### src/rtl/axi_master_pkg.sv
// Shared types for the AXI burst master: response codes, channel FSM states,
// and a helper that picks the more severe of two responses.
package axi_master_pkg;

    localparam logic [1:0] RESP_OKAY   = 2'd0;
    localparam logic [1:0] RESP_EXOKAY = 2'd1;
    localparam logic [1:0] RESP_SLVERR = 2'd2;
    localparam logic [1:0] RESP_DECERR = 2'd3;

    typedef enum logic [1:0] {
        R_IDLE = 2'd0,
        R_ADDR = 2'd1,
        R_DATA = 2'd2
    } rd_state_e;

    typedef enum logic [1:0] {
        W_IDLE = 2'd0,
        W_ADDR = 2'd1,
        W_DATA = 2'd2,
        W_RESP = 2'd3
    } wr_state_e;

    function automatic logic [1:0] resp_max(input logic [1:0] a, input logic [1:0] b);
        return (a > b) ? a : b;
    endfunction

endpackage

### src/rtl/burst_beat_ctr.sv
// Beat counter for one channel: latches the burst length on load, counts
// beats without wrapping, and flags the last and past-the-end beat.
module burst_beat_ctr #(
    parameter int unsigned LEN_W = 4
) (
    input  logic             clk,
    input  logic             rst,
    input  logic             load,
    input  logic             inc,
    input  logic [LEN_W-1:0] len,
    output logic [LEN_W:0]   cnt,
    output logic             last_c,
    output logic             over_c
);

    localparam int unsigned CW = LEN_W + 1;

    logic [LEN_W-1:0] len_q;

    always_ff @(posedge clk or posedge rst) begin
        if (rst) begin
            cnt   <= '0;
            len_q <= '0;
        end else if (load) begin
            cnt   <= '0;
            len_q <= len;
        end else if (inc && (cnt != {CW{1'b1}})) begin
            cnt <= cnt + CW'(1);
        end
    end

    assign last_c = (cnt == {1'b0, len_q});
    assign over_c = (cnt >  {1'b0, len_q});

endmodule

### src/rtl/axi_burst_master.sv
// AXI-style burst master with independent read and write channels; each
// channel runs its own FSM and beat counter and reports a final response.
module axi_burst_master
    import axi_master_pkg::*;
#(
    parameter int unsigned ADDR_W = 8,
    parameter int unsigned DATA_W = 8,
    parameter int unsigned ID_W   = 4,
    parameter int unsigned LEN_W  = 4
) (
    input  logic                              clk,
    input  logic                              rst,
    input  logic                              rd_start,
    input  logic                              wr_start,
    input  logic [ADDR_W-1:0]                 cmd_addr,
    input  logic [LEN_W-1:0]                  cmd_len,
    input  logic [ID_W-1:0]                   cmd_id,
    input  logic [(2**LEN_W)*DATA_W-1:0]      wr_buf,
    output logic [(2**LEN_W)*DATA_W-1:0]      rd_buf,
    output logic                              rd_busy,
    output logic                              wr_busy,
    output logic                              rd_done,
    output logic                              wr_done,
    output logic [1:0]                        rd_resp,
    output logic [1:0]                        wr_resp,
    output logic                              arvalid,
    input  logic                              arready,
    output logic [ADDR_W+LEN_W+ID_W-1:0]      ar_payload,
    input  logic                              rvalid,
    output logic                              rready,
    input  logic [DATA_W-1:0]                 rdata,
    input  logic [1:0]                        rresp,
    input  logic                              rlast,
    output logic                              awvalid,
    input  logic                              awready,
    output logic [ADDR_W+LEN_W+ID_W-1:0]      aw_payload,
    output logic                              wvalid,
    input  logic                              wready,
    output logic [DATA_W-1:0]                 wdata,
    output logic                              wlast,
    input  logic                              bvalid,
    output logic                              bready,
    input  logic [1:0]                        bresp
);

    localparam int unsigned NB = 2**LEN_W;
    localparam int unsigned CW = LEN_W + 1;

    rd_state_e        rd_state, rd_next;
    wr_state_e        wr_state, wr_next;
    logic [CW-1:0]    rd_cnt, wr_cnt;
    logic             rd_last_c, rd_over_c, wr_last_c, wr_over_c;
    logic             rd_start_c, rd_beat_c, rd_bad_c;
    logic             wr_start_c, wr_beat_c;
    logic [1:0]       rd_max_c;
    logic [1:0]       rd_resp_max;
    logic             rd_err;
    logic [NB*DATA_W-1:0] wr_snap;

    assign rd_start_c = (rd_state == R_IDLE) && rd_start;
    assign rd_beat_c  = (rd_state == R_DATA) && rvalid;
    assign wr_start_c = (wr_state == W_IDLE) && wr_start;
    assign wr_beat_c  = (wr_state == W_DATA) && wready;

    burst_beat_ctr #(.LEN_W(LEN_W)) u_rd_ctr (
        .clk(clk), .rst(rst), .load(rd_start_c), .inc(rd_beat_c), .len(cmd_len),
        .cnt(rd_cnt), .last_c(rd_last_c), .over_c(rd_over_c)
    );

    burst_beat_ctr #(.LEN_W(LEN_W)) u_wr_ctr (
        .clk(clk), .rst(rst), .load(wr_start_c), .inc(wr_beat_c && !wr_last_c), .len(cmd_len),
        .cnt(wr_cnt), .last_c(wr_last_c), .over_c(wr_over_c)
    );

    // Read channel FSM
    always_ff @(posedge clk or posedge rst) begin
        if (rst) rd_state <= R_IDLE;
        else     rd_state <= rd_next;
    end

    always_comb begin
        rd_next = rd_state;
        case (rd_state)
            R_IDLE:  if (rd_start) rd_next = R_ADDR;
            R_ADDR:  if (arready)  rd_next = R_DATA;
            R_DATA:  if (rvalid && rlast) rd_next = R_IDLE;
            default: rd_next = R_IDLE;
        endcase
    end

    always_comb begin
        arvalid = (rd_state == R_ADDR);
        rready  = (rd_state == R_DATA);
        rd_busy = (rd_state != R_IDLE);
    end

    // Early rlast, or any beat past the latched length, marks the burst as failed
    assign rd_max_c = resp_max(rd_resp_max, rresp);
    assign rd_bad_c = rd_err || rd_over_c || (rlast && !rd_last_c);

    always_ff @(posedge clk or posedge rst) begin
        if (rst) begin
            ar_payload  <= '0;
            rd_buf      <= '0;
            rd_resp     <= RESP_OKAY;
            rd_resp_max <= RESP_OKAY;
            rd_err      <= 1'b0;
            rd_done     <= 1'b0;
        end else begin
            rd_done <= rd_beat_c && rlast;
            if (rd_start_c) begin
                ar_payload  <= {cmd_addr, cmd_len, cmd_id};
                rd_buf      <= '0;
                rd_resp     <= RESP_OKAY;
                rd_resp_max <= RESP_OKAY;
                rd_err      <= 1'b0;
            end else if (rd_beat_c) begin
                rd_resp_max <= rd_max_c;
                rd_err      <= rd_bad_c;
                rd_resp     <= rd_bad_c ? RESP_SLVERR : rd_max_c;
                if (!rd_over_c) begin
                    for (int k = 0; k < NB; k++) begin
                        if (rd_cnt == CW'(k)) rd_buf[k*DATA_W +: DATA_W] <= rdata;
                    end
                end
            end
        end
    end

    // Write channel FSM
    always_ff @(posedge clk or posedge rst) begin
        if (rst) wr_state <= W_IDLE;
        else     wr_state <= wr_next;
    end

    always_comb begin
        wr_next = wr_state;
        case (wr_state)
            W_IDLE:  if (wr_start) wr_next = W_ADDR;
            W_ADDR:  if (awready)  wr_next = W_DATA;
            W_DATA:  if (wready && (wr_last_c || wr_over_c)) wr_next = W_RESP;
            W_RESP:  if (bvalid)   wr_next = W_IDLE;
            default: wr_next = W_IDLE;
        endcase
    end

    always_comb begin
        awvalid = (wr_state == W_ADDR);
        wvalid  = (wr_state == W_DATA);
        bready  = (wr_state == W_RESP);
        wr_busy = (wr_state != W_IDLE);
        wlast   = (wr_state == W_DATA) && wr_last_c;
        wdata   = '0;
        if (wr_state == W_DATA) begin
            for (int k = 0; k < NB; k++) begin
                if (wr_cnt == CW'(k)) wdata = wr_snap[k*DATA_W +: DATA_W];
            end
        end
    end

    always_ff @(posedge clk or posedge rst) begin
        if (rst) begin
            aw_payload <= '0;
            wr_snap    <= '0;
            wr_resp    <= RESP_OKAY;
            wr_done    <= 1'b0;
        end else begin
            wr_done <= (wr_state == W_RESP) && bvalid;
            if (wr_start_c) begin
                aw_payload <= {cmd_addr, cmd_len, cmd_id};
                wr_snap    <= wr_buf;
                wr_resp    <= RESP_OKAY;
            end else if ((wr_state == W_RESP) && bvalid) begin
                wr_resp <= bresp;
            end
        end
    end

endmodule

### config.mk
export PLATFORM = sky130hd
export DESIGN_NAME = axi_burst_master
export DESIGN_NICKNAME = d
export VERILOG_FILES = /design/src/rtl/axi_master_pkg.sv /design/src/rtl/burst_beat_ctr.sv /design/src/rtl/axi_burst_master.sv
export SDC_FILE = /design/constraint.sdc
export NUM_CORES = 1
export LEC_CHECK = 0
export BUFFER_PORTS_ARGS = -buffer_cell sky130_fd_sc_hd__clkbuf_2
export CAP_MARGIN = 0
export CORE_ASPECT_RATIO = 1.1
export CORE_MARGIN = 2
export CORE_UTILIZATION = 25
export CTS_CLUSTER_DIAMETER = 120
export DETAILED_ROUTE_END_ITERATION = 8
export GPL_TIMING_DRIVEN = 0
export PLACE_DENSITY_LB_ADDON = 0.25
export SYNTH_ARGS = -nofsm -noshare
export SYNTH_HDL_FRONTEND = slang
export SYNTH_SLANG_ARGS = --single-unit
export TNS_END_PERCENT = 20
### constraint.sdc
create_clock -name clk -period 22.8 [get_ports clk]
set_input_delay 0 -clock clk [delete_from_list [all_inputs] [get_ports clk]]
set_output_delay 0 -clock clk [all_outputs]
set_load 0.03 [all_outputs]
==> key figures, run 1 <==
Synthesis
  – Leading area contributor after synthesis: dfrtp_1
  – Post-synth EDFFs: 0
  – Ys Warns: 0
  – Synth Cell Area: 0.0145 mm^2
  – Library cells used by synthesis: 70
  – Synth async-reset ratio: 100%
  – Seq cells post-synth: 311
  – Main synth FF type: dfrtp_1
  – Top-count cell post-synth: nand2_1
  – Ranking of synthesized cells by instance count: nand2_1, dfrtp_1, nor2_1
  – Top post-synthesis cells by area: dfrtp_1, nand2_1, mux2i_1
  – Post-Synthesis Cells: 1,611
  – Sequential fraction of the synthesis area: 53.7%
  – Yosys top cell area share: 53.7%
  – Avg Synthesized Cell Area: 8.99 um^2
  – Post-Syn Nets: 1,805

CTS
  – CTS tree: done
  – Postcts setup bufs: 0
  – Cts bufs inserted: 38
  – CTS sink cnt: 311
  – Clk root buf: clkbuf_16
  – Clk buf depth: 3
  – H-tree Lvls: 2
  – Cts repair resizes: 0
  – Reg clk slew, reported paths: 0.06 ns
  – Skew-Pair Late Insertion Delay: 0.55 ns

Placement
  – Post-DP HPWL: 41.9 mm
  – PortBufs: 347
  – Placer Congestion: 0.971

Pwr
  – Cell Pwr Density: 112 mW/mm^2
  – Flop pwr share: 36.6%
  – Int Power: 1.34 mW
  – Switch Pwr: 0.910 mW
  – Clock power frac: 27.7%
  – Net Sw Frac: 40.4%
  – Peak supply drop: 0.0000584 V
  – Comb pwr share: 35.7%
  – Total power: 2.25 mW
  – Leak: 9.86 nW

Cells and area
  – Area of the multi-input gates: 0.00616 mm^2
  – P&R area growth vs syn: 39.0%
  – FF+latch area: 0.00778 mm^2
  – Post-layout nets: 2,357
  – Fill cell count: 5,974
  – Layout cells sized above 1: 19.8%

Floorplanning
  – Row Count: 92
  – IO Pins: 348
  – Initial core utilization: 25.3%
  – Core outline area: 0.0573 mm^2
  – Die Area: 0.0599 mm^2
  – Die height: 256 um
  – Die Wd: 234 um

Setup path
  – Register-to-Register Path Depth: 9
  – WP data arrival: 4.65 ns
  – R2R setup slack: 19.43 ns
  – Reg2reg end: u_wr_ctr.cnt[3]
  – WP data required: 22.80 ns
  – Reg2reg start: u_wr_ctr.cnt[1]
  – Largest fanout on the critical path: 10
  – Crit end category: output pin
  – CP Launch Type: register
  – Critical path class: register to output pin

Timing
  – Final slew viol count: 0
  – Least-Margin Pin Slew: 1.30 ns
  – Period minus WS final: 4.65 ns
  – Fmax achieved: 0.215 GHz
  – Period utilization: 20.4%
  – Worst Skew: 0.0258 ns
  – Final hold viol count: 0
  – Worst slew margin: 13.2%
  – Final setup TNS: 0 ns
  – RSZ-0062 raised after global routing: false
  – Final setup fails: 0

Routing
  – Detailed Routing Iterations Pass 1: 7
  – Top Metal Used: met4
  – Remaining antenna violation count: 0
  – Per-cell routed wire length: 19.0 um
  – Drt initial violations: 802
  – Routed vias: 13.5k
  – Metal1 wirelength: 22.9 mm
  – Routed vias/inst: 4.60
  – Routed WL: 55.8 mm
  – Metal2 WL: 27.4 mm
  – Remaining routing DRC violations: 0
  – WL met3: 3.08 mm

Global route
  – Number of global-route vias before repair: 13.9k
  – Tot GR Track Use: 18.3%
  – Initial antenna violation count: 2
  – Largest net degree at the start of global routing: 124
  – First-pass GRT wire length: 83.9 mm
  – Overflow after GRT: 0

Min path
  – Hold path cells: 3
  – Hold Path Class: input pin to register
  – Worst hold start: bvalid
  – Worst hold endpoint: wr_done

Job
  – Max cap viols: 0

Outcome
  – Status: completed
logic make-up (layout without fill, tap and decap cells):
group                      count (synthesis)  count (layout)  share of synthesized area (%)
muxes                                     66              66                           4.57
and+or+nand+nor                          810             810                           22.7
other                                      0               2                              0
AOI/OAI and AO/OA                        247             247                           12.5
adders and majority gates                 28              28                           2.42
buffers and inverters                    143             716                           3.77
xor gates and xnor gates                   6               6                          0.363
DFF                                      311             311                           53.7
what timing repair did:
item                       CTS  global route
hold buffers               163             0
setup endpoints to repair    0             0
hold endpoints to repair   325             0
cells in the final DEF (no fill, tap or decap), types with 7 or more instances in the layout:
master,count
inv_1,43
a221oi_1,7
dlygate4sd3_1,163
o21ai_0,98
nor2b_1,8
a2111oi_4,8
o221ai_1,9
clkbuf_2,347
nand3_1,21
clkbuf_1,97
a31oi_1,7
nor3_1,8
dfrtp_1,311
nor2_1,103
ha_1,28
nand2_1,625
a211o_1,9
nand2b_1,7
clkbuf_16,39
a21oi_1,36
mux2i_1,65
power groups by stage:
| stage | Clock [mW] | Combinational [mW] | Sequential (mW) |
|---|---|---|---|
| global placement | 0 | 0.766 | 0.833 |
| floorplan | 0 | 0.446 | 0.862 |
| detailed placement | 0 | 0.780 | 0.833 |
| CTS | 0.649 | 0.809 | 0.825 |
| finish | 0.625 | 0.804 | 0.825 |
| global route | 0.670 | 0.884 | 0.842 |
area by class of cell:
cell class                 count  area share (%)
sequential                   311            38.7
inverter                      44           0.858
timing repair buffer         512            17.0
antenna                        2          0.0249
clock inverter                12           0.982
multi-input combinational   1157            30.6
tap                          752            4.67
buffer                        99            1.90
clock buffer                  49            5.33
registers in the layout, summed over array words and instances, names as in the netlist:
signal	count
u_rd_ctr.len_q	3
rd_done	1
rd_resp_max	2
rd_state	2
rd_buf	128
wr_resp	2
ar_payload	13
rd_err	1
wr_snap	128
aw_payload	16
wr_done	1
rd_resp	2
u_rd_ctr.cnt	5
u_wr_ctr.cnt	5
wr_state	2
layer usage:
layer  vias up  GRT usage (%)
li1       6443              -
met1      6472           22.1
met2       489           31.9
met3       119           3.17
met4         0           7.59
met5         -              0
worst max-delay path: stages, from the launching register on:
cell      delay, ns
dfrtp_1        0.44
ha_1           0.36
clkbuf_1       0.58
clkbuf_1       0.57
and3_1         0.28
ha_1           0.22
clkbuf_1       0.35
nand2_1        0.08
o21ai_0        0.09
nand2_1        0.16
o2111a_1       0.20
a311oi_1       0.46
clkbuf_2       0.31
stage by stage:
step	instances	worst slack [ns]	cell area, um^2	utilization, %	hold WS (ns)
3_5_place_dp	2712	18.86	17200	30.1	0.195
3_3_place_gp	2710	10.36	17200	29.9	0.196
2_1_floorplan	1611	14.20	14500	-	0.105
5_1_grt	2938	17.96	20100	35.1	0.0546
4_1_cts	2936	18.22	20100	35.1	0.00684
6_report	2938	18.15	20100	35.1	0.00986
worst max path at each step:
stage | slack (ns) | start | end | depth (start not counted)
floorplan | 14.20 | rst | ar_payload[0] | 1
global placement | 10.36 | rst | rd_buf[5] | 2
detailed placement | 18.86 | u_wr_ctr.cnt[1] | wdata[3] | 12
CTS | 18.22 | u_wr_ctr.cnt[1] | wdata[3] | 12
global route | 17.96 | u_wr_ctr.cnt[1] | wdata[3] | 12
finish | 18.15 | u_wr_ctr.cnt[1] | wdata[3] | 12
Note: power is estimated with default switching activity, not from simulation.
==> inputs of run 2 (changes only) <==
- clock period: 22.8 -> 3.95 ns (I/O delays scaled with it)
==> key figures, run 2 (same netlist as run 1, synthesis figures left out) <==
Outcome
  – Status: completed

Floorplanning
  – IO Pins: 348 (unchanged)
  – Die height: 256 um (unchanged)
  – Core outline area: 0.0573 mm^2 (unchanged)
  – Row Count: 92 (unchanged)
  – Initial core utilization: 25.3% (unchanged)
  – Die Wd: 234 um (unchanged)
  – Die Area: 0.0599 mm^2 (unchanged)

Timing
  – Fmax achieved: 0.256 GHz
  – Final slew viol count: 0 (unchanged)
  – Worst Slack Setup Final: 0.0422 ns (-18.10 ns)
  – Final setup fails: 0 (unchanged)
  – Least-Margin Pin Slew: 1.32 ns (+0.0196 ns)
  – Period minus WS final: 3.91 ns
  – Worst Skew: 0.0122 ns (-0.0137 ns)
  – RSZ-0062 raised after global routing: false
  – Period utilization: 98.9%
  – Worst slew margin: 11.9% (-1.3 points)
  – Final hold viol count: 0 (unchanged)

Setup path
  – WP data arrival: 3.91 ns (-0.74 ns)
  – Largest fanout on the critical path: 10 (unchanged)
  – WP data required: 3.95 ns (-18.85 ns)
  – Crit end category: output pin
  – CP Launch Type: register
  – Critical path class: register to output pin

CTS
  – H-tree Lvls: 2 (unchanged)
  – CTS sink cnt: 311 (unchanged)
  – Reg clk slew, reported paths: 0.06 ns (about the same)
  – Clk root buf: clkbuf_16
  – Cts bufs inserted: 38 (unchanged)
  – Postcts setup bufs: 0 (unchanged)
  – Skew-Pair Late Insertion Delay: 0.54 ns (about the same)
  – Clk buf depth: 3 (unchanged)
  – CTS tree: done

Cells and area
  – Fill cell count: 5,909 (-1.1%)
  – Diodes inserted: 0 (-2)
  – Commonest non-fill, non-tap cell in the layout: nand2_1
  – P&R area growth vs syn: 40.7%
  – Post-layout nets: 2,363 (+0.25%)
  – Layout cells sized above 1: 20.7% (+0.92 points)
  – Regs by FF count: rd_buf x128, wr_snap x128, aw_payload x16
  – FF+latch area: 0.00778 mm^2 (unchanged)
  – Area of the multi-input gates: 0.00618 mm^2 (+0.30%)
  – Commonest cells after routing, fill and taps aside: nand2_1, clkbuf_2, dfrtp_1
  – Core Util, Final: 35.5% (+0.42 points)

Routing
  – Drt initial violations: 961 (+20%)
  – Routed vias: 13.6k (+0.50%)
  – Remaining antenna violation count: 0 (unchanged)
  – Remaining routing DRC violations: 0 (unchanged)
  – Detailed Routing Iterations Pass 1: 5 (-2)
  – Routed WL: 55.4 mm (-0.67%)
  – Per-cell routed wire length: 18.8 um (-1.1%)
  – Routed vias/inst: 4.61 (about the same)

Global route
  – Number of global-route vias before repair: 14.0k (+0.17%)
  – Overflow after GRT: 0 (unchanged)
  – Tot GR Track Use: 18.4% (+0.033 points)
  – First-pass GRT wire length: 83.9 mm (unchanged)
  – Initial antenna violation count: 1 (-1)
  – Largest net degree at the start of global routing: 43 (-65%)

Pwr
  – Int Power: 7.95 mW (+490%)
  – Peak supply drop: 0.000270 V (+360%)
  – Comb pwr share: 35.3% (-0.4 points)
  – Total power: 13.2 mW (+490%)
  – Net Sw Frac: 39.9% (-0.49 points)
  – Cell Pwr Density: 649 mW/mm^2 (+480%)
  – Flop pwr share: 36.0% (-0.6 points)
  – Leak: 10.0 nW (+1.4%)
  – Clock power frac: 28.7% (+1.0 points)
  – Switch Pwr: 5.27 mW (+480%)

Placement
  – Post-DP HPWL: 42.5 mm (+1.5%)
  – Pre-CTS setup slack: 0.0383 ns (-18.83 ns)
  – PortBufs: 347 (unchanged)
  – Placer Congestion: 0.942 (-3.0%)

Job
  – Max cap viols: 0 (unchanged)

Min path
  – Hold Path Class: input pin to register
==> run 2: cell types whose count changed in the layout (fill, tap and decap cells not counted), moves of 2 or more <==
cell | before | now
buf_1 | 3 | 1
buf_12 | 0 | 7
clkbuf_1 | 97 | 92
clkbuf_16 | 39 | 41
clkbuf_2 | 347 | 353
clkinv_2 | 3 | 6
diode_2 | 2 | 0
inv_6 | 2 | 0
==> run 2: stage by stage <==
step                      hold slack (ns)  cell area [um^2]  setup TNS, ns  instances
after floorplan                     0.105             14500         -59.37       1611
after global placement              0.196             17200        -664.92       2710
after detailed placement            0.193             17300              0       2718
after CTS                          0.0217             20400              0       2951
after global routing                0.112             20400              0       2950
final                              0.0798             20400              0       2950
==> run 2: cell type report <==
type,count,area share (%)
well taps,752,4.62
clock buffers,54,5.57
plain buffers,98,1.92
clock inverters,15,1.15
flip-flops and latches,311,38.2
repair buffers,519,17.4
inverters,44,0.829
multi-input cells,1157,30.3
==> run 2: routing by layer <==
metal,global-route usage (%),vias up,part of all wire [%],wire [um]
met5,0,-,0.023,13
met3,3.48,140,5.7,3130
met2,31.9,493,49,27200
met4,7.88,2,4.4,2450
li1,-,6452,-,-
met1,22.0,6503,41,22600
==> run 2: what timing repair did <==
item,4_1_cts,5_1_grt
gates resized for setup,10,9
endpoints found under the hold margin,260,0
setup endpoints to repair,8,4
hold buffers,164,0
==> run 2: critical path, stage by stage, from the launching register on <==
cell,delay (ns)
dfrtp_1,0.44
ha_1,0.37
clkbuf_1,0.45
clkbuf_1,0.55
a21oi_1,0.17
a221oi_1,0.55
o311ai_0,0.33
o21ai_0,0.22
clkbuf_2,0.28
==> run 2: power by group through the flow <==
stage | clock network (mW) | registers [mW] | logic [mW]
2_1_floorplan | 0 | 4.98 | 2.57
3_3_place_gp | 0 | 4.81 | 4.42
3_5_place_dp | 0 | 4.82 | 4.51
4_1_cts | 3.92 | 4.77 | 4.69
5_1_grt | 4.05 | 4.86 | 5.16
6_report | 3.79 | 4.76 | 4.67
==> run 2: path summary, 6_finish.rpt <==
check                           startpoint             end  slack (ns)  cells past startpoint
setup / recovery           u_wr_ctr.cnt[0]        wdata[0]        0.04                      8
hold reg to reg              ar_payload[0]   ar_payload[0]        0.47                      2
hold / removal                    rresp[1]  rd_resp_max[1]        0.08                      6
max in group asynchronous              rst      rd_buf[60]        2.58                      6
setup reg to reg           u_rd_ctr.cnt[2]       rd_buf[4]        0.89                      7
min in group asynchronous              rst      rd_buf[14]        0.20                      3
==> inputs of run 3 (changes only) <==
- PLACE_DENSITY: unset -> 0.43
- PLACE_DENSITY_LB_ADDON: 0.25 -> unset
==> key figures, run 3 (same netlist as run 1, synthesis figures left out) <==
Routing
  – Remaining antenna violation count: 0 (unchanged)
  – Detailed Routing Iterations Pass 1: 5 (unchanged)
  – Remaining routing DRC violations: 0 (unchanged)
  – Drt initial violations: 801 (-17%)
  – Routed WL: 56.2 mm (+1.3%)
  – Routed vias: 13.5k (-0.72%)
  – Per-cell routed wire length: 19.1 um (+1.4%)
  – Routed vias/inst: 4.58 (-0.65%)

Global route
  – Tot GR Track Use: 18.5% (+0.18 points)
  – Initial antenna violation count: 1 (unchanged)
  – Overflow after GRT: 0 (unchanged)
  – Largest net degree at the start of global routing: 41 (-4.7%)
  – Number of global-route vias before repair: 13.8k (-1.1%)
  – First-pass GRT wire length: 84.6 mm (+0.76%)

CTS
  – Clk buf depth: 3 (unchanged)
  – H-tree Lvls: 2 (unchanged)
  – CTS sink cnt: 311 (unchanged)
  – Reg clk slew, reported paths: 0.06 ns (about the same)
  – Cts bufs inserted: 38 (unchanged)
  – Clk root buf: clkbuf_16
  – CTS tree: done
  – Skew-Pair Late Insertion Delay: 0.55 ns (about the same)

Pwr
  – Int Power: 7.72 mW (-2.9%)
  – Switch Pwr: 5.31 mW (+0.71%)
  – Peak supply drop: 0.000301 V (+12%)
  – Total power: 13.0 mW (-1.4%)
  – Comb pwr share: 35.8% (+0.5 points)
  – Leak: 9.93 nW (-0.73%)
  – Net Sw Frac: 40.7% (+0.87 points)
  – Cell Pwr Density: 643 mW/mm^2 (-0.92%)
  – Flop pwr share: 36.6% (+0.6 points)
  – Clock power frac: 27.6% (-1.1 points)

Placement
  – Post-DP HPWL: 42.8 mm (+0.61%)
  – Placed cell count: 2,718 (unchanged)
  – Area after DPL: 0.0173 mm^2 (unchanged)
  – Pre-CTS setup slack: 0.00572 ns (-0.0325 ns)
  – Placer Congestion: 0.911 (-3.3%)
  – PortBufs: 347 (unchanged)

Cells and area
  – Final Instance Area: 0.0203 mm^2 (-0.52%)
  – Fill cell count: 5,925 (+0.27%)
  – Finished Layout Cells: 2,948 (-0.068%)
  – Core Util, Final: 35.4% (-0.18 points)
  – Regs by FF count: rd_buf x128, wr_snap x128, aw_payload x16
  – FF+latch area: 0.00778 mm^2 (about the same)
  – Commonest cells after routing, fill and taps aside: nand2_1, clkbuf_2, dfrtp_1
  – P&R area growth vs syn: 39.9%
  – Area of the multi-input gates: 0.00618 mm^2 (about the same)
  – Post-layout nets: 2,363 (unchanged)
  – Diodes inserted: 0 (unchanged)
  – Layout cells sized above 1: 20.6% (-0.16 points)
  – Commonest non-fill, non-tap cell in the layout: nand2_1

Floorplanning
  – Initial core utilization: 25.3% (unchanged)
  – Core outline area: 0.0573 mm^2 (unchanged)
  – Die Area: 0.0599 mm^2 (unchanged)
  – Die height: 256 um (unchanged)
  – Row Count: 92 (unchanged)
  – Die Wd: 234 um (unchanged)
  – IO Pins: 348 (unchanged)

Timing
  – Final setup fails: 0 (unchanged)
  – Least-Margin Pin Slew: 1.27 ns (-0.0518 ns)
  – Period minus WS final: 3.82 ns (-0.0864 ns)
  – Final hold viol count: 0 (unchanged)
  – Worst Slack Setup Final: 0.129 ns (+0.0864 ns)
  – Final setup TNS: 0 ns (unchanged)
  – Period utilization: 96.7% (-2.2 points)
  – Worst slew margin: 15.4% (+3.5 points)
  – Worst Skew: 0.0235 ns (+0.0113 ns)
  – Final slew viol count: 0 (unchanged)
  – Hold slack: 0.0309 ns (-0.0489 ns)
  – Fmax achieved: 0.262 GHz (+2.3%)
  – RSZ-0062 raised after global routing: false

Setup path
  – Crit end category: output pin
  – CP top delay family: buffers and inverters
  – Critical path class: register to output pin
  – Max incr delay on CP: 0.48 ns (-0.07 ns)
  – CP Launch Type: register
  – WP data arrival: 3.82 ns (-0.09 ns)
  – Largest fanout on the critical path: 10 (unchanged)
  – Critical path, cell by cell: inv_1, ha_1, clkbuf_1, buf_1, a221oi_1, o221ai_1, a21oi_1, o41ai_2, clkbuf_2
  – Worst path slowest cell: clkbuf_1
  – CP bufs+invs: 4 (+1)
  – WP data required: 3.95 ns (about the same)

Outcome
  – Status: completed

Min path
  – Hold Path Class: input pin to register

Job
  – Max cap viols: 0 (unchanged)
-- run 3: cell count changes in the layout (fill, tap and decap cells not counted), sizes merged --
| cell | delta |
|---|---|
| clkbuf | -1 |
| inv | +1 |
| clkinv | -3 |
| clkinvlp | +2 |
| bufinv | -2 |
| buf | +1 |
-- run 3: power groups by stage --
| stage | Sequential, mW | Clock (mW) | Combinational [mW] |
|---|---|---|---|
| after floorplan | 4.98 | 0 | 2.57 |
| after global placement | 4.81 | 0 | 4.47 |
| after detailed placement | 4.81 | 0 | 4.55 |
| after CTS | 4.77 | 3.71 | 4.72 |
| after global routing | 4.87 | 3.85 | 5.15 |
| final | 4.77 | 3.60 | 4.67 |
-- run 3: area by class of cell --
class,count,share of cell area (%)
clock inverters,13,0.883
well taps,752,4.64
inverters,44,0.833
multi-input cells,1157,30.5
flip-flops and latches,311,38.4
clock buffers,54,5.34
repair buffers,519,17.5
plain buffers,98,1.94
-- run 3: worst paths after layout --
kind	from	end	slack, ns	cells after the start
worst min-delay path	bvalid	wr_resp[1]	0.03	4
worst min register to register	aw_payload[15]	aw_payload[15]	0.48	2
worst max-delay path	u_wr_ctr.cnt[0]	wdata[1]	0.13	9
min in group asynchronous	rst	rd_buf[19]	0.10	3
worst max register to register	u_rd_ctr.cnt[2]	rd_buf[19]	0.98	7
max in group asynchronous	rst	ar_payload[3]	2.63	6
-- run 3: repair_timing --
action                     in CTS  in global routing
resized for setup              12                  4
hold endpoints to repair      318                  0
gates cloned                    0                  0
hold buffers                  164                  0
setup buffers                   0                  0
pin swaps                       0                  0
setup endpoints to repair       8                  3
-- run 3: per-layer routing --
layer	part of all wire (%)	global-route usage, %	vias up
met5	0.023	0	-
met4	3.6	6.65	2
met3	4.8	3.14	101
met2	51	33.2	423
met1	41	22.1	6516
li1	-	-	6450
-- run 3: worst reg2reg max path, stage by stage, from the launching register on --
cell	delay, ns
dfrtp_1	0.47
ha_1	0.34
a21oi_2	0.16
o221ai_2	0.28
buf_6	0.28
a2111oi_4	0.97
mux2i_1	0.28
nor2_1	0.06
